$ cat src/rtl/wb_arb_pkg.sv
// Purpose: shared types and constants for the two-port Wishbone round-robin arbiter.
// Latency: n/a (declarations only).
// Backpressure: n/a.
// Contents: arb_state_t (arbiter FSM encoding), grant bit indices, last-owner encodings.
package wb_arb_pkg;

    typedef enum logic [1:0] {
        IDLE  = 2'b00,
        OWN_A = 2'b01,
        OWN_B = 2'b10
    } arb_state_t;

    // Bit positions within o_grant.
    localparam int GNT_A = 0;
    localparam int GNT_B = 1;

    // Encoding of the last_owner register; values match the grant indices.
    localparam logic OWNER_A = 1'b0;
    localparam logic OWNER_B = 1'b1;

endpackage

$ cat src/rtl/wb_arb_watchdog.sv
// Purpose: counts stalled cycles while requests are outstanding and flags expiry.
// Latency: expire is combinational in the TIMEOUT-th consecutive busy cycle without progress.
// Backpressure: none; the counter restarts whenever progress is seen or nothing is outstanding.
// Ports: i_clk, i_rst_n (async active-low); busy (requests outstanding), progress (ack/err seen);
//        expire (one-cycle pulse). TIMEOUT=0 disables the watchdog.
module wb_arb_watchdog #(
    parameter int TIMEOUT = 1023
) (
    input  logic i_clk,
    input  logic i_rst_n,
    input  logic busy,
    input  logic progress,
    output logic expire
);

    localparam int WW = (TIMEOUT > 1) ? $clog2(TIMEOUT) : 1;
    // Count value held during the TIMEOUT-th waiting cycle.
    localparam logic [WW-1:0] LAST = (TIMEOUT > 0) ? WW'(TIMEOUT - 1) : '0;

    logic [WW-1:0] wd_q, wd_d;

    assign expire = (TIMEOUT != 0) && busy && !progress && (wd_q == LAST);

    always_comb begin
        wd_d = '0;
        if (busy && !progress) begin
            wd_d = expire ? '0 : wd_q + WW'(1);
        end
    end

    always_ff @(posedge i_clk or negedge i_rst_n) begin
        if (!i_rst_n) begin
            wd_q <= '0;
        end else begin
            wd_q <= wd_d;
        end
    end

endmodule

$ cat src/rtl/wb_rr_arbiter.sv
// Purpose: round-robin arbiter sharing one pipelined Wishbone bus between port A and port B.
// Latency: one cycle from cyc to grant; strobes, acks and errors pass through combinationally.
// Backpressure: owner sees slave stall or a full outstanding counter; non-owner is always stalled.
// Ports: i_clk, i_axi_reset_n; i_a_*/o_a_* and i_b_*/o_b_* master ports; o_cyc/o_stb/o_we/o_adr/
//        o_dat/o_sel + i_stall/i_ack/i_err slave side; o_grant (one-hot owner), o_timeout (pulse).
module wb_rr_arbiter
    import wb_arb_pkg::*;
#(
    parameter int   AW               = 26,
    parameter int   DW               = 32,
    parameter int   LGMAXOUT         = 4,
    parameter int   TIMEOUT          = 1023,
    parameter logic OPT_ZERO_ON_IDLE = 1'b1
) (
    input  logic              i_clk,
    input  logic              i_axi_reset_n,
    // port A
    input  logic              i_a_cyc,
    input  logic              i_a_stb,
    input  logic              i_a_we,
    input  logic [AW-1:0]     i_a_adr,
    input  logic [DW-1:0]     i_a_dat,
    input  logic [DW/8-1:0]   i_a_sel,
    output logic              o_a_stall,
    output logic              o_a_ack,
    output logic              o_a_err,
    // port B
    input  logic              i_b_cyc,
    input  logic              i_b_stb,
    input  logic              i_b_we,
    input  logic [AW-1:0]     i_b_adr,
    input  logic [DW-1:0]     i_b_dat,
    input  logic [DW/8-1:0]   i_b_sel,
    output logic              o_b_stall,
    output logic              o_b_ack,
    output logic              o_b_err,
    // arbitrated bus
    output logic              o_cyc,
    output logic              o_stb,
    output logic              o_we,
    output logic [AW-1:0]     o_adr,
    output logic [DW-1:0]     o_dat,
    output logic [DW/8-1:0]   o_sel,
    input  logic              i_stall,
    input  logic              i_ack,
    input  logic              i_err,
    // status
    output logic [1:0]        o_grant,
    output logic              o_timeout
);

    localparam int CW = LGMAXOUT + 1;
    localparam logic [CW-1:0] FULL_CNT = {1'b1, {LGMAXOUT{1'b0}}};

    arb_state_t    state_q, state_d;
    logic          last_owner_q, last_owner_d;
    logic [CW-1:0] cnt_q, cnt_d;
    logic          abort_q, abort_d;

    logic own_a, own_b, owned;
    logic own_cyc, own_stb;
    logic full, cnt_nz;
    logic rsp_ok, ack_in, err_in, progress, expire, fail;
    logic accept;

    assign own_a  = (state_q == OWN_A);
    assign own_b  = (state_q == OWN_B);
    assign owned  = own_a | own_b;

    assign own_cyc = (own_a & i_a_cyc) | (own_b & i_b_cyc);
    assign own_stb = (own_a & i_a_stb) | (own_b & i_b_stb);

    assign full   = (cnt_q == FULL_CNT);
    assign cnt_nz = (cnt_q != '0);

    // Slave responses only count when something is actually outstanding for the owner.
    // Error wins over ack so the master never sees both in one cycle.
    assign rsp_ok   = owned & cnt_nz;
    assign err_in   = rsp_ok & i_err;
    assign ack_in   = rsp_ok & i_ack & ~i_err;
    assign progress = rsp_ok & (i_ack | i_err);
    assign fail     = err_in | expire;

    wb_arb_watchdog #(
        .TIMEOUT (TIMEOUT)
    ) u_watchdog (
        .i_clk    (i_clk),
        .i_rst_n  (i_axi_reset_n),
        .busy     (cnt_nz),
        .progress (progress),
        .expire   (expire)
    );

    // Bus side: the abort latch drops cyc until the owner releases its own cyc.
    assign o_cyc  = own_cyc & ~abort_q;
    assign o_stb  = o_cyc & own_stb & ~full;
    assign accept = o_stb & ~i_stall;

    always_comb begin
        if (OPT_ZERO_ON_IDLE && !owned) begin
            o_we  = 1'b0;
            o_adr = '0;
            o_dat = '0;
            o_sel = '0;
        end else if (own_b) begin
            o_we  = i_b_we;
            o_adr = i_b_adr;
            o_dat = i_b_dat;
            o_sel = i_b_sel;
        end else begin
            o_we  = i_a_we;
            o_adr = i_a_adr;
            o_dat = i_a_dat;
            o_sel = i_a_sel;
        end
    end

    assign o_a_stall = ~own_a | i_stall | full | abort_q;
    assign o_b_stall = ~own_b | i_stall | full | abort_q;
    assign o_a_ack   = own_a & ack_in;
    assign o_b_ack   = own_b & ack_in;
    assign o_a_err   = own_a & fail;
    assign o_b_err   = own_b & fail;

    assign o_grant[GNT_A] = own_a;
    assign o_grant[GNT_B] = own_b;
    assign o_timeout      = expire;

    always_comb begin
        state_d      = state_q;
        last_owner_d = last_owner_q;
        cnt_d        = cnt_q;
        abort_d      = abort_q;
        case (state_q)
            IDLE: begin
                cnt_d   = '0;
                abort_d = 1'b0;
                if (i_a_cyc && (!i_b_cyc || last_owner_q == OWNER_B)) begin
                    state_d = OWN_A;
                end else if (i_b_cyc) begin
                    state_d = OWN_B;
                end
            end
            OWN_A, OWN_B: begin
                if (!own_cyc) begin
                    // Owner released the bus: anything still pending is abandoned.
                    state_d      = IDLE;
                    last_owner_d = own_a ? OWNER_A : OWNER_B;
                    cnt_d        = '0;
                    abort_d      = 1'b0;
                end else if (fail) begin
                    // Cycle is being aborted, so nothing remains outstanding.
                    abort_d = 1'b1;
                    cnt_d   = '0;
                end else if (accept && !ack_in) begin
                    cnt_d = cnt_q + CW'(1);
                end else if (!accept && ack_in) begin
                    cnt_d = cnt_q - CW'(1);
                end
            end
            default: begin
                state_d = IDLE;
            end
        endcase
    end

    always_ff @(posedge i_clk or negedge i_axi_reset_n) begin
        if (!i_axi_reset_n) begin
            state_q      <= IDLE;
            last_owner_q <= OWNER_B;
            cnt_q        <= '0;
            abort_q      <= 1'b0;
        end else begin
            state_q      <= state_d;
            last_owner_q <= last_owner_d;
            cnt_q        <= cnt_d;
            abort_q      <= abort_d;
        end
    end

endmodule

$ cat config.mk
export PLATFORM = sky130hd
export DESIGN_NAME = wb_rr_arbiter
export DESIGN_NICKNAME = d
export VERILOG_FILES = /design/src/rtl/wb_arb_pkg.sv /design/src/rtl/wb_arb_watchdog.sv /design/src/rtl/wb_rr_arbiter.sv
export SDC_FILE = /design/constraint.sdc
export NUM_CORES = 1
export LEC_CHECK = 0
export ABC_AREA = 1
export BUFFER_PORTS_ARGS = -buffer_cell sky130_fd_sc_hd__buf_2
export CAP_MARGIN = 20
export CELL_PAD_IN_SITES_DETAIL_PLACEMENT = 0
export CELL_PAD_IN_SITES_GLOBAL_PLACEMENT = 2
export CORE_ASPECT_RATIO = 0.8
export CORE_UTILIZATION = 17
export CTS_BUF_LIST = sky130_fd_sc_hd__clkbuf_16
export DETAILED_ROUTE_END_ITERATION = 10
export PLACE_DENSITY_LB_ADDON = 0.1
export SLEW_MARGIN = 20
export SYNTH_ARGS = -nofsm -noshare
export SYNTH_HDL_FRONTEND = slang
export SYNTH_SLANG_ARGS = --single-unit
$ cat constraint.sdc
create_clock -name i_clk -period 6 [get_ports i_clk]
set_clock_uncertainty 0.2 [all_clocks]
set_input_delay 0.6 -clock i_clk [delete_from_list [all_inputs] [get_ports i_clk]]
set_output_delay 0.6 -clock i_clk [all_outputs]
set_load 0.005 [all_outputs]
Yosys cells after proc, flatten, opt, wreduce, memory -nomap -nowiden --
Cells that the tools add are included.
Storage, ports and cells: latch bits 0, bits of input ports 135, bits in writable memories 0, register bits after elaboration 19, memories kept 0, output and inout port bits 74, logic and storage cells 92, memory bits (read-only) 0
Cells by class: shift operators 0, equality and inequality tests 8, bitwise logic cells 35, divide/modulo/power cells 0, order comparisons 0, multiplexer cells 23, $add $sub $neg 3, $mul 0, reductions and logical operators 18
Operators by type and width (number):
- two-way mux 32 bit | 2
- two-way mux 26 bit | 2
- two-way mux 10 bit | 2
- two-way mux 5 bit | 4
- bitwise AND 1 bit | 17
- OR 1 bit | 11
- adder 10 x 1 -> 10 bit (second input constant) | 1
- == test 10 bit (second input constant) | 1
- one-hot mux 5 bit (2 select lines) | 1
- two-way mux 4 bit | 2
- AND reduction 2 bit | 4
- NOT 1 bit | 7
- two-way mux 2 bit | 3
- != test 3 bit (second input constant) | 2
- adder 5 x 1 -> 5 bit (second input constant) | 1
- == test 5 bit (second input constant) | 1
- logical AND 1 bit | 5
- two-way mux 1 bit | 5
- != test 5 bit (second input constant) | 1
- nonzero test 5 bit | 1
- subtractor 5 x 1 -> 5 bit (second input constant) | 1
- logical NOT 1 bit | 4
- one-hot mux 2 bit (2 select lines) | 1
- == test 2 x 1 -> 1 bit (second input constant) | 1
- other kinds (7) | 7

Longest topological paths before layout --
Gate-level depths: netlist (run 1).
word-level depth 14, depth in mapped cells 18, gate-level depth less buffers 17

Cells and area by module --
From an unflattened synthesis (run 1), not the netlist that was laid out.
Second synthesis, totals: cells, all modules 391, area total of the unflattened synthesis 2285.9 µm²
Modules (own cells, without submodules):
- wb_rr_arbiter | area an instance 1686.6 µm², sequential area each 226.5 µm², cells each 319, instances 1
- wb_arb_watchdog | area an instance 599.3 µm², sequential area each 250.2 µm², cells each 72, instances 1

Worst setup path after synthesis (run 1) --
OpenSTA, ideal clock, no wires.
path type reg2reg, start register state_q[0], end register cnt_q[4], buffers on the path 1, library setup time 0.117 ns, clock period less this slack 2.823 ns, setup slack 3.177 ns, required time 5.683 ns, cell stages (with the launch flop) 19, data arrival time 2.506 ns, cell sequence dfrtp_1 > inv_1 > ha_1 > buf_4 > nand2_1 > nand2_1 > inv_2 > nor2_2 > inv_2 > nor4_1 > ha_1 > inv_1 > fa_1 > nand3_1 > nand2_1 > xnor2_1 > nor2_1 > nand2_1 > nand2_1
On the way: word-level cells in the longest chain between the ends 12, elaborated cells on any way between the ends 35, classes of those cells eq/ne (3); mux (4); bitwise (17); reduce/logical (11)
RTL lines:
- start, declared | RTL line wb_rr_arbiter.sv:55 | arb_state_t state_q, state_d;
- start signal, assigned | RTL line wb_rr_arbiter.sv:174 | state_q <= state_d;
- == test 2 bit * | RTL line wb_rr_arbiter.sv:67 | assign own_b = (state_q == OWN_B);
- via own_b | RTL line wb_rr_arbiter.sv:60 | logic own_a, own_b, owned;
- bitwise AND 1 bit * | RTL line wb_rr_arbiter.sv:70 | assign own_cyc = (own_a & i_a_cyc) | (own_b & i_b_cyc);
- OR 1 bit * | RTL line wb_rr_arbiter.sv:70
- bitwise AND 1 bit * | RTL line wb_rr_arbiter.sv:95 | assign o_cyc = own_cyc & ~abort_q;
- via o_cyc | RTL line wb_rr_arbiter.sv:38 | output logic o_cyc,
- bitwise AND 1 bit * (2 in a row) | RTL line wb_rr_arbiter.sv:96 | assign o_stb = o_cyc & own_stb & ~full;
- bitwise AND 1 bit * | RTL line wb_rr_arbiter.sv:97 | assign accept = o_stb & ~i_stall;
- logical AND 1 bit | RTL line wb_rr_arbiter.sv:155 | end else if (accept && !ack_in) begin
- two-way mux 5 bit | RTL line wb_rr_arbiter.sv:155
- two-way mux 5 bit | RTL line wb_rr_arbiter.sv:151 | end else if (fail) begin
- two-way mux 5 bit | RTL line wb_rr_arbiter.sv:145 | if (!own_cyc) begin
- one-hot mux 5 bit (2 select lines) | RTL line wb_rr_arbiter.sv:134 | case (state_q)
- end signal, assigned | RTL line wb_rr_arbiter.sv:176 | cnt_q <= cnt_d;
- end, declared | RTL line wb_rr_arbiter.sv:57 | logic [CW-1:0] cnt_q, cnt_d;
The timed path passes the listed nets; every way through them passes the cells marked *. A chain may end at the register's enable or synchronous reset.

Final worst setup path (run 1) --
start register state_q[0], end output o_b_err
On the way: word-level cells in the longest chain between the ends 9, elaborated cells on any way between the ends 11, classes of those cells eq/ne (2); bitwise (6); reduce/logical (3)
RTL lines:
- == test 2 x 1 -> 1 bit or == test 2 bit (tied branches) | RTL line wb_rr_arbiter.sv:66, wb_rr_arbiter.sv:67
- OR 1 bit | RTL line wb_rr_arbiter.sv:68 | assign owned = own_a | own_b;
- bitwise AND 1 bit | RTL line wb_rr_arbiter.sv:78 | assign rsp_ok = owned & cnt_nz;
- bitwise AND 1 bit | RTL line wb_rr_arbiter.sv:81 | assign progress = rsp_ok & (i_ack | i_err);
- logical NOT 1 bit | RTL line wb_arb_watchdog.sv:22 | assign expire = (TIMEOUT != 0) && busy && !progress && (wd_q == LAST);
- logical AND 1 bit (2 in a row) | RTL line wb_arb_watchdog.sv:22
- OR 1 bit | RTL line wb_rr_arbiter.sv:82 | assign fail = err_in | expire;
- bitwise AND 1 bit * | RTL line wb_rr_arbiter.sv:123 | assign o_b_err = own_b & fail;
- end, declared | RTL line wb_rr_arbiter.sv:36 | output logic o_b_err,
Every way passes the cells marked *; elsewhere a longest branch is shown, timed or not.

==> impl_results.md, run 1 <==
* Placed standard-cell area at 3340 um2
* Cell area after synthesis at 2170 um2
* Worst Setup Start Kind: flop
* Horiz. Die Dim at 128 um
* Req. time, crit path at 5.20 ns
* Total setup violations reported at the end of the flow at 0
* Synth Instances at 371
* Buffer type at the clock tree root: sky130_fd_sc_hd__clkbuf_16
* Library cells used by synthesis at 32
* Number of buffers created by CTS at 3
* Largest buffer count on any clock path at 2
* Net count after synthesis at 517
* Global-route wire length before repair at 14200 um
* Leakage at 0.00193 uW
* Setup slack of the most critical reg-to-reg path at 3.08 ns
* Number of instances resized during post-cts repair at 0
* Worst-case vdd ir drop at 0.214 mV
* Final worst path period share at 0.505
* Ordered list of cells on the worst path: inv_1 > ha_2 > buf_4 > o21ai_1 > nand2_1 > inv_2 > nand2_2 > nand2_1 > inv_1 > nor2_1 > buf_2
* Setup TNS at 0 ns
* Pin count of the biggest net entering global routing at 70
* Delay of the slowest critical-path stage at 0.51 ns
* Max-Cap Viols at 0
* Unrepaired setup endpoints after global routing: false
* Result of the run: complete, no violations
* Cell row count at 36
* Inst Count DP at 729
* Clock transition at the register clock pins on the worst setup and hold paths after CTS at 0.06 ns
* First-pass iteration count of the detailed router at 4
* CP Capture Type: primary output
* Half-perimeter wire length of the detailed placement result at 7170 um
* Remaining global-route overflow at 0
* Most frequent standard cell in the layout excluding fill and tap cells: sky130_fd_sc_hd__buf_2
* Count of buffer and inverter cells on the critical path at 5
* Synth Area per Inst at 5.85 um2
* Total routed wirelength at 9180 um
* Final net count at 709
* Number of synthesis warnings at 0
* Number of sinks driven by the clock tree at 19
* P per Cell Area at 375 nW/um2
* Core Box Area at 12300 um2
* Critical path depth at 11
* Final non-filler cell total at 734
* I/O Pins at 209
* Source of the critical timing path: state_q[0]
* Largest delay share family, worst path: buffers and inverters
* Kind of path behind the tightest hold check: in -> async
* Drt via density at 4.13
* Worst hold slack after final layout at 0.0979 ns
* Most used cells in the layout excluding fill and tap cells: sky130_fd_sc_hd__buf_2 (208), sky130_fd_sc_hd__nor2_1 (146), sky130_fd_sc_hd__o21ai_0 (67)
* Share of the yosys chip area belonging to registers at 0.220
* Number of nets with antenna violations after detailed routing at 0
* Wire length per cell after detailed routing at 12.5 um
* Number of DRC markers after the initial detailed-route iteration at 95
* Count of final hold-check violations at 0
* Die footprint at 13200 um2
* Beginning of the worst register-to-register path: state_q[0]
* H-tree levels at 1
* Height of the chip at 103 um
* Worst rel slew slack at 0.561
* Post-synthesis to final-layout area growth at 57.8%
* Total global routing track utilization at 0.138
* DR vias at 3035
* Share of layout cells above drive strength 1 at 0.418
* Reg2reg path depth at 17
* Number of remaining DRC errors at 0
* Crit path capture: o_b_err
* Quantity of hold-fixing buffers added after cts at 0
* Maximum fanout encountered on the critical timing path at 69
* Via count of the first global-routing pass at 2848
* Number of max-slew violations in the final report at 0
* TritonCTS clock tree: built
* Highest-delay cell along the critical path: sky130_fd_sc_hd__buf_4
* Signal arrival time at the worst endpoint at 2.23 ns
* Transition time of the tightest slew-check pin at 0.659 ns
* Capture point of the worst reg-to-reg path: cnt_q[4]
* Highest attainable clock frequency at 0.330 GHz
* GPL Wtd Cong at 0.778
* Final critical path time including I/O delays and setup at 3.03 ns
* Clock latency on the worst-skew pair at 0.25 ns
* Setup Crit Path Kind: reg -> out
* Number of port buffers at 208
* Yosys reg bits at 19
* Effective utilization at floorplan at 0.176
* Number of antenna violations at the first check in global routing at 2
* Post-route cell area at 3420 um2
* Post-CTS Setup Repair Bufs at 0
[state kept, by name, indices dropped and copies added (netlist names)]
name and flops:
last_owner_q 1, state_q 2, abort_q 1, u_watchdog.wd_q 10
cnt_q 5
[cell type report]
cell class                 instances  area [um2]
inverter                          24        93.8
fill                            1423        8870
multi-input combinational        305        1500
antenna                            1        2.50
sequential                        19         477
tap                              171         214
timing repair buffer             210        1060
clock inverter                     1        5.00
clock buffer                       3        75.1
[worst min path at each step]
stage / slack, ns / startpoint / endpoint / cells after the start
6_report: 0.1 / i_axi_reset_n / u_watchdog.wd_q[6] / 1
5_1_grt: 0.13 / i_axi_reset_n / u_watchdog.wd_q[6] / 1
4_1_cts: 0.12 / i_axi_reset_n / u_watchdog.wd_q[6] / 1
3_5_place_dp: 0.28 / u_watchdog.wd_q[0] / u_watchdog.wd_q[0] / 1
3_3_place_gp: 0.29 / u_watchdog.wd_q[0] / u_watchdog.wd_q[0] / 1
2_1_floorplan: 0.10 / i_axi_reset_n / abort_q / 0
[per-layer routing]
metal	part of all wire	vias up	GRT usage	routed length, um
li1	-	1579	-	-
met1	0.39	1328	0.142	3550
met2	0.53	120	0.283	4850
met3	0.071	8	0.0306	651
met4	0.013	0	0.0271	123
met5	0	-	0	0
[cells by family (layout without fill, tap and decap cells)]
group                    count (synthesis)  in the layout  share of synthesized area
XOR/XNOR                                 9              9                     0.0363
AND/OR/NAND/NOR                        210            210                      0.408
adder cells (fa/ha/maj)                 11             11                     0.0669
AO/OA/AOI/OAI                           75             75                      0.178
buffers and inverters                   47            238                     0.0911
other                                    0              1                          0
flip-flops                              19             19                      0.220
[through the flow]
| stage | power, uW | setup slack (ns) | util |
|---|---|---|---|
| after floorplan | 744 | 3.18 | - |
| after global placement | 1190 | 3.13 | 0.271 |
| after detailed placement | 1170 | 3.08 | 0.272 |
| after CTS | 1320 | 2.90 | 0.278 |
| after global routing | 1450 | 2.65 | 0.278 |
| final | 1280 | 2.97 | 0.278 |
[synthesized netlist by cell type, drive strengths merged]
| cell type | instances | area (um2) |
|---|---|---|
| a211oi | 1 | 7.51 |
| clkinv | 1 | 5.00 |
| o21ai | 69 | 345 |
| dfrtp | 18 | 450 |
| o2111ai | 1 | 8.76 |
| buf | 10 | 57.6 |
| nor3 | 1 | 5.00 |
| ha | 10 | 125 |
| nand4 | 2 | 12.5 |
| fa | 1 | 20.0 |
| inv | 23 | 86.3 |
| nor2 | 150 | 578 |
| nand2 | 30 | 133 |
| nand3b | 1 | 7.51 |
| dfstp | 1 | 26.3 |
| nand3 | 22 | 123 |
| or2 | 1 | 6.26 |
| nor4 | 1 | 6.26 |
| clkbuf | 13 | 48.8 |
| nor3b | 2 | 15.0 |
| xor2 | 6 | 52.6 |
| a21oi | 3 | 15.0 |
| a22o | 1 | 8.76 |
| xnor2 | 3 | 26.3 |
[power breakdown]
group	leakage (uW)	total, uW	internal (uW)	switching [uW]
combinational	0.00163	982	381	601
clock	0.0000409	141	89.5	51.4
sequential	0.000259	161	147	13.8
total	0.00193	1280	618	666
Power figures use the tool's default switching activity.
==> inputs of run 2 (changes only) <==
--- a/config.mk
+++ b/config.mk
@@ -5,7 +5,7 @@
 export SDC_FILE = /design/constraint.sdc
 export NUM_CORES = 1
 export LEC_CHECK = 0
-export ABC_AREA = 1
+export ABC_AREA = 0
 export BUFFER_PORTS_ARGS = -buffer_cell sky130_fd_sc_hd__buf_2
 export CAP_MARGIN = 20
 export CELL_PAD_IN_SITES_DETAIL_PLACEMENT = 0
==> constraint.sdc (replaced) <==
create_clock -name i_clk -period 2.7 [get_ports i_clk]
set_clock_uncertainty 0.2 [all_clocks]
set_input_delay 0.27 -clock i_clk [delete_from_list [all_inputs] [get_ports i_clk]]
set_output_delay 0.27 -clock i_clk [all_outputs]
set_load 0.005 [all_outputs]
==> run 2 against run 1 <==
The flow now finishes with violations (setup timing). Largest power group unchanged. Clock power is 130% higher. Clock-buffer cell count did not move. Register-to-register slack lost 3.4 ns. Non-clock buffer count increased by 30. Flip-flop and latch count unchanged. Critical path depth is 2 higher. Worst hold slack better by 0.12 ns. Critical endpoint is now cnt_q[4].
==> impl_results.md, run 2 <==
* Total global routing track utilization at 0.123
* Yosys reg bits at 19
* Number of inserted filler cells in the final layout at 1533
* Max-Cap Viols at 0
* Worst hold slack after final layout at 0.219 ns
* Count of final hold-check violations at 0
* Share of layout cells above drive strength 1 at 0.517
* Final worst path period share at 1.13
* Power share of the sequential group at 0.116
* Max reg flops at 10
* Number of nets with antenna violations after detailed routing at 0
* Net count after synthesis at 431
* Global-route wire length before repair at 14000 um
* TritonCTS clock tree: built
* Delay of the slowest critical-path stage at 0.46 ns
* Height of the chip at 108 um
* N_diodes at 0
* Final net count at 656
* Core Box Area at 13700 um2
* Leakage at 0.00201 uW
* Number of DRC markers after the initial detailed-route iteration at 81
* DR vias at 2794
* Setup TNS at -0.469 ns
* Wire length per cell after detailed routing at 14.0 um
* Synth area leader: sky130_fd_sc_hd__mux2i_1
* Share of the yosys chip area belonging to registers at 0.198
* Cell occurring most often along the worst timing path: sky130_fd_sc_hd__a21o_1
* Maximum fanout encountered on the critical timing path at 4
* Most frequent standard cell in the layout excluding fill and tap cells: sky130_fd_sc_hd__buf_2
* Total setup violations reported at the end of the flow at 2
* Via count of the first global-routing pass at 2581
* Ordered list of cells on the worst path: ha_4 > a21o_1 > a32o_1 > a32oi_2 > nor4_2 > ha_2 > inv_2 > ha_1 > a21o_1 > a21oi_2 > xnor2_1 > or4b_1 > a21oi_1
* Signal arrival time at the worst endpoint at 3.05 ns
* Fraction of power spent switching nets at 0.423
* Result of the run: complete, but fails checks
* Buffer type at the clock tree root: sky130_fd_sc_hd__clkbuf_16
* Setup Crit Path Kind: reg -> reg
* Number of port buffers at 208
* Clock latency on the worst-skew pair at 0.26 ns
* Number of max-slew violations in the final report at 0
* Worst rel slew slack at 0.452
* Most flop-heavy register: u_watchdog.wd_q
* Req. time, crit path at 2.68 ns
* First-pass iteration count of the detailed router at 4
* Top flop regs: u_watchdog.wd_q (10), cnt_q (5), state_q (2)
* Die footprint at 14600 um2
* Highest attainable clock frequency at 0.326 GHz
* Final worst slack at -0.364 ns
* Cell area after synthesis at 2400 um2
* Synth Area per Inst at 8.43 um2
* Kind of path behind the tightest hold check: in -> reg
* Cell depth of the worst min-delay path at 4
* Library cells used by synthesis at 42
* Violations in the final reports: setup timing
* Net switching power at 1220 uW
* Effective utilization at floorplan at 0.176
* Number of buffers created by CTS at 3
* Internal power summed over all cells at 1660 uW
* Clk pwr share at 0.112
* CP Capture Type: flop
* Number of synthesis warnings at 0
* Reg2reg path depth at 13
* Highest-delay cell along the critical path: sky130_fd_sc_hd__or4b_1
* Top_reg_cell synth: sky130_fd_sc_hd__dfrtp_1
* Cell row count at 38
* Largest buffer count on any clock path at 2
* Post-synthesis to final-layout area growth at 65.9%
* Half-perimeter wire length of the detailed placement result at 7750 um
* Worst-case vdd ir drop at 0.456 mV
* Number of enable-type register cells in the synthesized netlist at 0
* Pin count of the biggest net entering global routing at 72
* Clock transition at the register clock pins on the worst setup and hold paths after CTS at 0.06 ns
* Most frequent cells after synthesis: sky130_fd_sc_hd__mux2i_1 (64), sky130_fd_sc_hd__nor2b_1 (64), sky130_fd_sc_hd__dfrtp_1 (18)
* Worst Setup Start Kind: flop
* Synth Instances at 285
* Transition time of the tightest slew-check pin at 0.822 ns
* H-tree levels at 1
* P per Cell Area at 724 nW/um2
* Area share of the leading cell type in the synthesized netlist at 0.267
* Horiz. Die Dim at 135 um
* Ys async rst share at 1.00
* Combinational cell fraction of total power at 0.772
* Drt via density at 4.06
* Most used cells in the layout excluding fill and tap cells: sky130_fd_sc_hd__buf_2 (208), sky130_fd_sc_hd__mux2i_1 (64), sky130_fd_sc_hd__nor2b_1 (64)
* Number of antenna violations at the first check in global routing at 0
* Total routed wirelength at 9660 um
* Area contributors post-synth: sky130_fd_sc_hd__mux2i_1 (27%), sky130_fd_sc_hd__dfrtp_1 (19%), sky130_fd_sc_hd__nor2b_1 (17%)
* Final critical path time including I/O delays and setup at 3.06 ns
* GPL Wtd Cong at 0.758
* Number of sinks driven by the clock tree at 19
* Number of remaining DRC errors at 0
* Unrepaired setup endpoints after global routing: true
* I/O Pins at 209
* Remaining global-route overflow at 0
-- run 2: cell types whose count changed in the layout (fill, tap and decap cells not counted), sizes merged, moves of 16 or more --
| cell | previous run | this run |
|---|---|---|
| o21ai | 69 | 6 |
| nor2b | 0 | 64 |
| buf | 210 | 239 |
| inv | 23 | 7 |
| nand3 | 22 | 4 |
| nor2 | 150 | 16 |
| nand2 | 30 | 12 |
| mux2i | 0 | 64 |
-- run 2: per-layer routing --
metal  GRT usage  routed length (um)  share of wire
met5           0                   0              0
met4      0.0152                  50         0.0052
met3      0.0253                 558          0.058
met2       0.232                5100           0.53
met1       0.145                3950           0.41
-- run 2: area by class of cell --
class	instances	area [um2]	area share
clock buffer	3	75.1	0.0188
clock inverter	1	5.00	0.00126
inverter	7	26.3	0.00659
multi-input combinational	239	1880	0.472
sequential	19	477	0.120
tap	180	225	0.0565
timing repair buffer	240	1290	0.325
-- run 2: path summary, 6_finish.rpt --
check	startpoint	end	slack [ns]
max	state_q[1]	cnt_q[4]	-0.36
min	i_a_cyc	last_owner_q	0.22
max reg2reg	state_q[1]	cnt_q[4]	-0.36
min reg2reg	last_owner_q	last_owner_q	0.30
max in group asynchronous	i_axi_reset_n	last_owner_q	1.65
min in group asynchronous	i_axi_reset_n	cnt_q[1]	0.30
-- run 2: stage by stage --
stage / total power [uW] / setup slack [ns] / utilization / std cells / area [um2]
global route: 3160 / -0.550 / 0.291 / 689 / 3990
floorplan: 1680 / -0.508 / - / 285 / 2450
detailed placement: 2560 / -0.519 / 0.278 / 681 / 3810
finish: 2890 / -0.364 / 0.291 / 689 / 3990
global placement: 2590 / -0.441 / 0.278 / 681 / 3810
CTS: 2930 / -0.383 / 0.289 / 688 / 3960
-- run 2: cell families (layout without fill, tap and decap cells) --
family | Yosys count | count (layout) | synth area share
XOR/XNOR | 10 | 10 | 0.0364
multiplexers | 64 | 64 | 0.267
adder cells (fa/ha/maj) | 11 | 11 | 0.0604
AO/OA/AOI/OAI | 31 | 31 | 0.0901
AND/OR/NAND/NOR | 123 | 123 | 0.300
buffers and inverters | 27 | 251 | 0.0484
flip-flops | 19 | 19 | 0.198
-- run 2: power groups by stage --
stage               Combinational, uW  Clock (uW)  Sequential, uW
detailed placement               2230           0             339
finish                           2230         324             334
global placement                 2250           0             337
global route                     2480         349             336
floorplan                        1340           0             338
CTS                              2260         336             334
-- run 2: what timing repair did --
| item | 4_1_cts | 5_1_grt |
|---|---|---|
| hold buffers | 1 | 0 |
| resized for setup | 5 | 4 |
| pin swaps | 9 | 2 |
| hold endpoints to repair | 18 | 0 |
| endpoints found under the setup margin | 18 | 6 |
| setup buffers | 2 | 1 |
-- run 2: worst max-delay path, delay by kind of cell (launching register included) --
kind                     cells  cell delay [ns]
flip-flops                   1             0.42
XOR/XNOR                     1             0.08
buffers and inverters        1             0.08
adder cells (fa/ha/maj)      3             0.63
AO/OA/AOI/OAI                6             1.04
AND/OR/NAND/NOR              2             0.53
==> inputs of run 3 (changes only) <==
--- a/config.mk
+++ b/config.mk
@@ -11,8 +11,8 @@
 export CELL_PAD_IN_SITES_DETAIL_PLACEMENT = 0
 export CELL_PAD_IN_SITES_GLOBAL_PLACEMENT = 2
 export CORE_ASPECT_RATIO = 0.8
-export CORE_UTILIZATION = 17
-export CTS_BUF_LIST = sky130_fd_sc_hd__clkbuf_16
+export CORE_UTILIZATION = 19
+export CTS_BUF_LIST = sky130_fd_sc_hd__clkbuf_4
 export DETAILED_ROUTE_END_ITERATION = 10
 export PLACE_DENSITY_LB_ADDON = 0.1
 export SLEW_MARGIN = 20
==> constraint.sdc (replaced) <==
create_clock -name i_clk -period 3.35 [get_ports i_clk]
set_clock_uncertainty 0.2 [all_clocks]
set_input_delay 0.335 -clock i_clk [delete_from_list [all_inputs] [get_ports i_clk]]
set_output_delay 0.335 -clock i_clk [all_outputs]
set_load 0.005 [all_outputs]
==> run 3 against run 2 <==
The flow now finishes without violations. Critical path depth rose by 1. Sequential power down 19%. Wire length decreased by 5.1%. Flip-flop and latch count stayed put. Critical path type unchanged. Largest cell class unchanged. Largest power group unchanged.
==> impl_results.md, run 3 (same netlist as run 2, synthesis figures left out) <==
* Wire length per cell after detailed routing at 13.9 um
* Highest-delay cell along the critical path: sky130_fd_sc_hd__or4b_1
* Height of the chip at 103 um
* Global-route wire length before repair at 13100 um
* Number of max-slew violations in the final report at 0
* Horiz. Die Dim at 128 um
* Sequential cell area at 477 um2
* Maximum fanout encountered on the critical timing path at 7
* Kind of path behind the tightest hold check: in -> reg
* Highest attainable clock frequency at 0.311 GHz
* H-tree levels at 1
* Number of antenna violations at the first check in global routing at 0
* Max-Cap Viols at 0
* Transition time of the tightest slew-check pin at 1.11 ns
* Max reg flops at 10
* Total global routing track utilization at 0.125
* DR vias at 2755
* Drt via density at 4.17
* Power share of the sequential group at 0.127
* Most used cells in the layout excluding fill and tap cells: sky130_fd_sc_hd__buf_2 (208), sky130_fd_sc_hd__mux2i_1 (64), sky130_fd_sc_hd__nor2b_1 (64)
* Placed standard-cell area at 3660 um2
* Cell row count at 36
* Net switching power at 945 uW
* Remaining global-route overflow at 0
* Total routed wirelength at 9160 um
* Number of nets with antenna violations after detailed routing at 0
* Ordered list of cells on the worst path: inv_2 > ha_4 > a21o_1 > a32o_2 > a32oi_2 > nor4_2 > ha_2 > inv_2 > fa_2 > a21o_1 > a21oi_2 > xnor2_1 > or4b_1 > a21oi_2
* Via count of the first global-routing pass at 2544
* Final Util at 0.304
* Number of port buffers at 208
* Count of final hold-check violations at 0
* Most flop-heavy register: u_watchdog.wd_q
* Result of the run: complete, no violations
* Fraction of power spent switching nets at 0.449
* Post-route cell area at 3730 um2
* Final critical path time including I/O delays and setup at 3.22 ns
* Setup Crit Path Kind: reg -> reg
* Largest buffer count on any clock path at 2
* P per Cell Area at 565 nW/um2
* N_diodes at 0
* Half-perimeter wire length of the detailed placement result at 7450 um
* Worst rel slew slack at 0.261
* Number of inserted filler cells in the final layout at 1401
* I/O Pins at 209
* Clk pwr share at 0.061
* Number of DRC markers after the initial detailed-route iteration at 79
* CP Capture Type: flop
* Pin count of the biggest net entering global routing at 72
* Post-synthesis to final-layout area growth at 55.1%
* Signal arrival time at the worst endpoint at 3.28 ns
* Multi-input gate area in the final layout at 1850 um2
* Core Box Area at 12300 um2
* Number of buffers created by CTS at 3
* Final net count at 636
* Number of sinks driven by the clock tree at 19
* GPL Wtd Cong at 0.732
* First-pass iteration count of the detailed router at 4
* Count of buffer and inverter cells on the critical path at 2
* Top flop regs: u_watchdog.wd_q (10), cnt_q (5), state_q (2)
* Effective utilization at floorplan at 0.196
* Share of layout cells above drive strength 1 at 0.493
* Req. time, crit path at 3.41 ns
* Most frequent standard cell in the layout excluding fill and tap cells: sky130_fd_sc_hd__buf_2
* Number of remaining DRC errors at 0
* Clock latency on the worst-skew pair at 0.31 ns
* Largest delay share family, worst path: compound AO/OA/AOI/OAI gates
* Final worst path period share at 0.961
* Combinational cell fraction of total power at 0.811
* Internal power summed over all cells at 1160 uW
* TritonCTS clock tree: built
* Worst Setup Start Kind: flop
* Buffer type at the clock tree root: sky130_fd_sc_hd__clkbuf_4
* Clock transition at the register clock pins on the worst setup and hold paths after CTS at 0.13 ns
* Total setup violations reported at the end of the flow at 0
* Die footprint at 13100 um2
* Leakage at 0.00188 uW
* Worst-case vdd ir drop at 0.375 mV
* Delay of the slowest critical-path stage at 0.49 ns
[run 3: changes by cell type in the layout (fill, tap and decap cells not counted), moves of 2 or more]
cell                        previous run  this run
sky130_fd_sc_hd__ha_1                  6         8
sky130_fd_sc_hd__ha_4                  3         1
sky130_fd_sc_hd__clkbuf_16             3         0
sky130_fd_sc_hd__clkbuf_4              0         3
sky130_fd_sc_hd__buf_4                29        11
[run 3: area by class of cell]
cell class                 count  area share
clock inverter                 1     0.00134
inverter                       7     0.00705
clock buffer                   3     0.00604
timing repair buffer         220       0.304
sequential                    19       0.128
tap                          171      0.0574
multi-input combinational    239       0.496
[run 3: per-stage QoR]
stage / worst slack [ns] / instances / setup TNS [ns] / hold WS (ns) / total power, uW
finish: 0.131 / 660 / 0 / 0.150 / 2110
global route: -0.0235 / 660 / -0.0235 / 0.145 / 2310
global placement: 0.122 / 654 / 0 / 0.121 / 2000
floorplan: 0.0198 / 285 / 0 / -0.161 / 1330
detailed placement: 0.0724 / 654 / 0 / 0.118 / 1990
CTS: 0.0314 / 659 / 0 / 0.139 / 2130
[run 3: worst min-delay path, delay by kind of cell]
kind	cells	cell delay, ns
buffers and inverters	1	0.14
and+or+nand+nor	1	0.08
AOI/OAI and AO/OA	1	0.08
[run 3: path summary, 6_finish.rpt]
check | start | end | slack, ns | depth (start not counted)
setup / recovery | state_q[0] | cnt_q[4] | 0.13 | 14
hold / removal | i_a_cyc | state_q[0] | 0.15 | 3
setup reg to reg | state_q[0] | cnt_q[4] | 0.13 | 14
hold reg to reg | last_owner_q | last_owner_q | 0.31 | 2
max in group asynchronous | i_axi_reset_n | last_owner_q | 2.33 | 2
min in group asynchronous | i_axi_reset_n | state_q[1] | 0.28 | 2
[run 3: timing repair]
item,CTS,global route
gates resized for setup,0,9
hold endpoints to repair,18,0
endpoints found under the setup margin,0,1
setup buffers,0,1
hold buffers,1,0
[run 3: layer usage]
metal | part of all wire | wire length [um] | vias up | GRT usage
li1 | - | - | 1397 | -
met2 | 0.54 | 4970 | 91 | 0.248
met3 | 0.054 | 497 | 2 | 0.0244
met4 | 0.0021 | 19 | 0 | 0.00814
met5 | 0 | 0 | - | 0
met1 | 0.40 | 3670 | 1265 | 0.145
[run 3: power by group through the flow]
stage / sequential [uW] / clock (uW) / combinational, uW
final: 269 / 129 / 1710
after global routing: 272 / 145 / 1890
after CTS: 268 / 136 / 1730
after detailed placement: 273 / 0 / 1720
after global placement: 272 / 0 / 1730
after floorplan: 269 / 0 / 1060
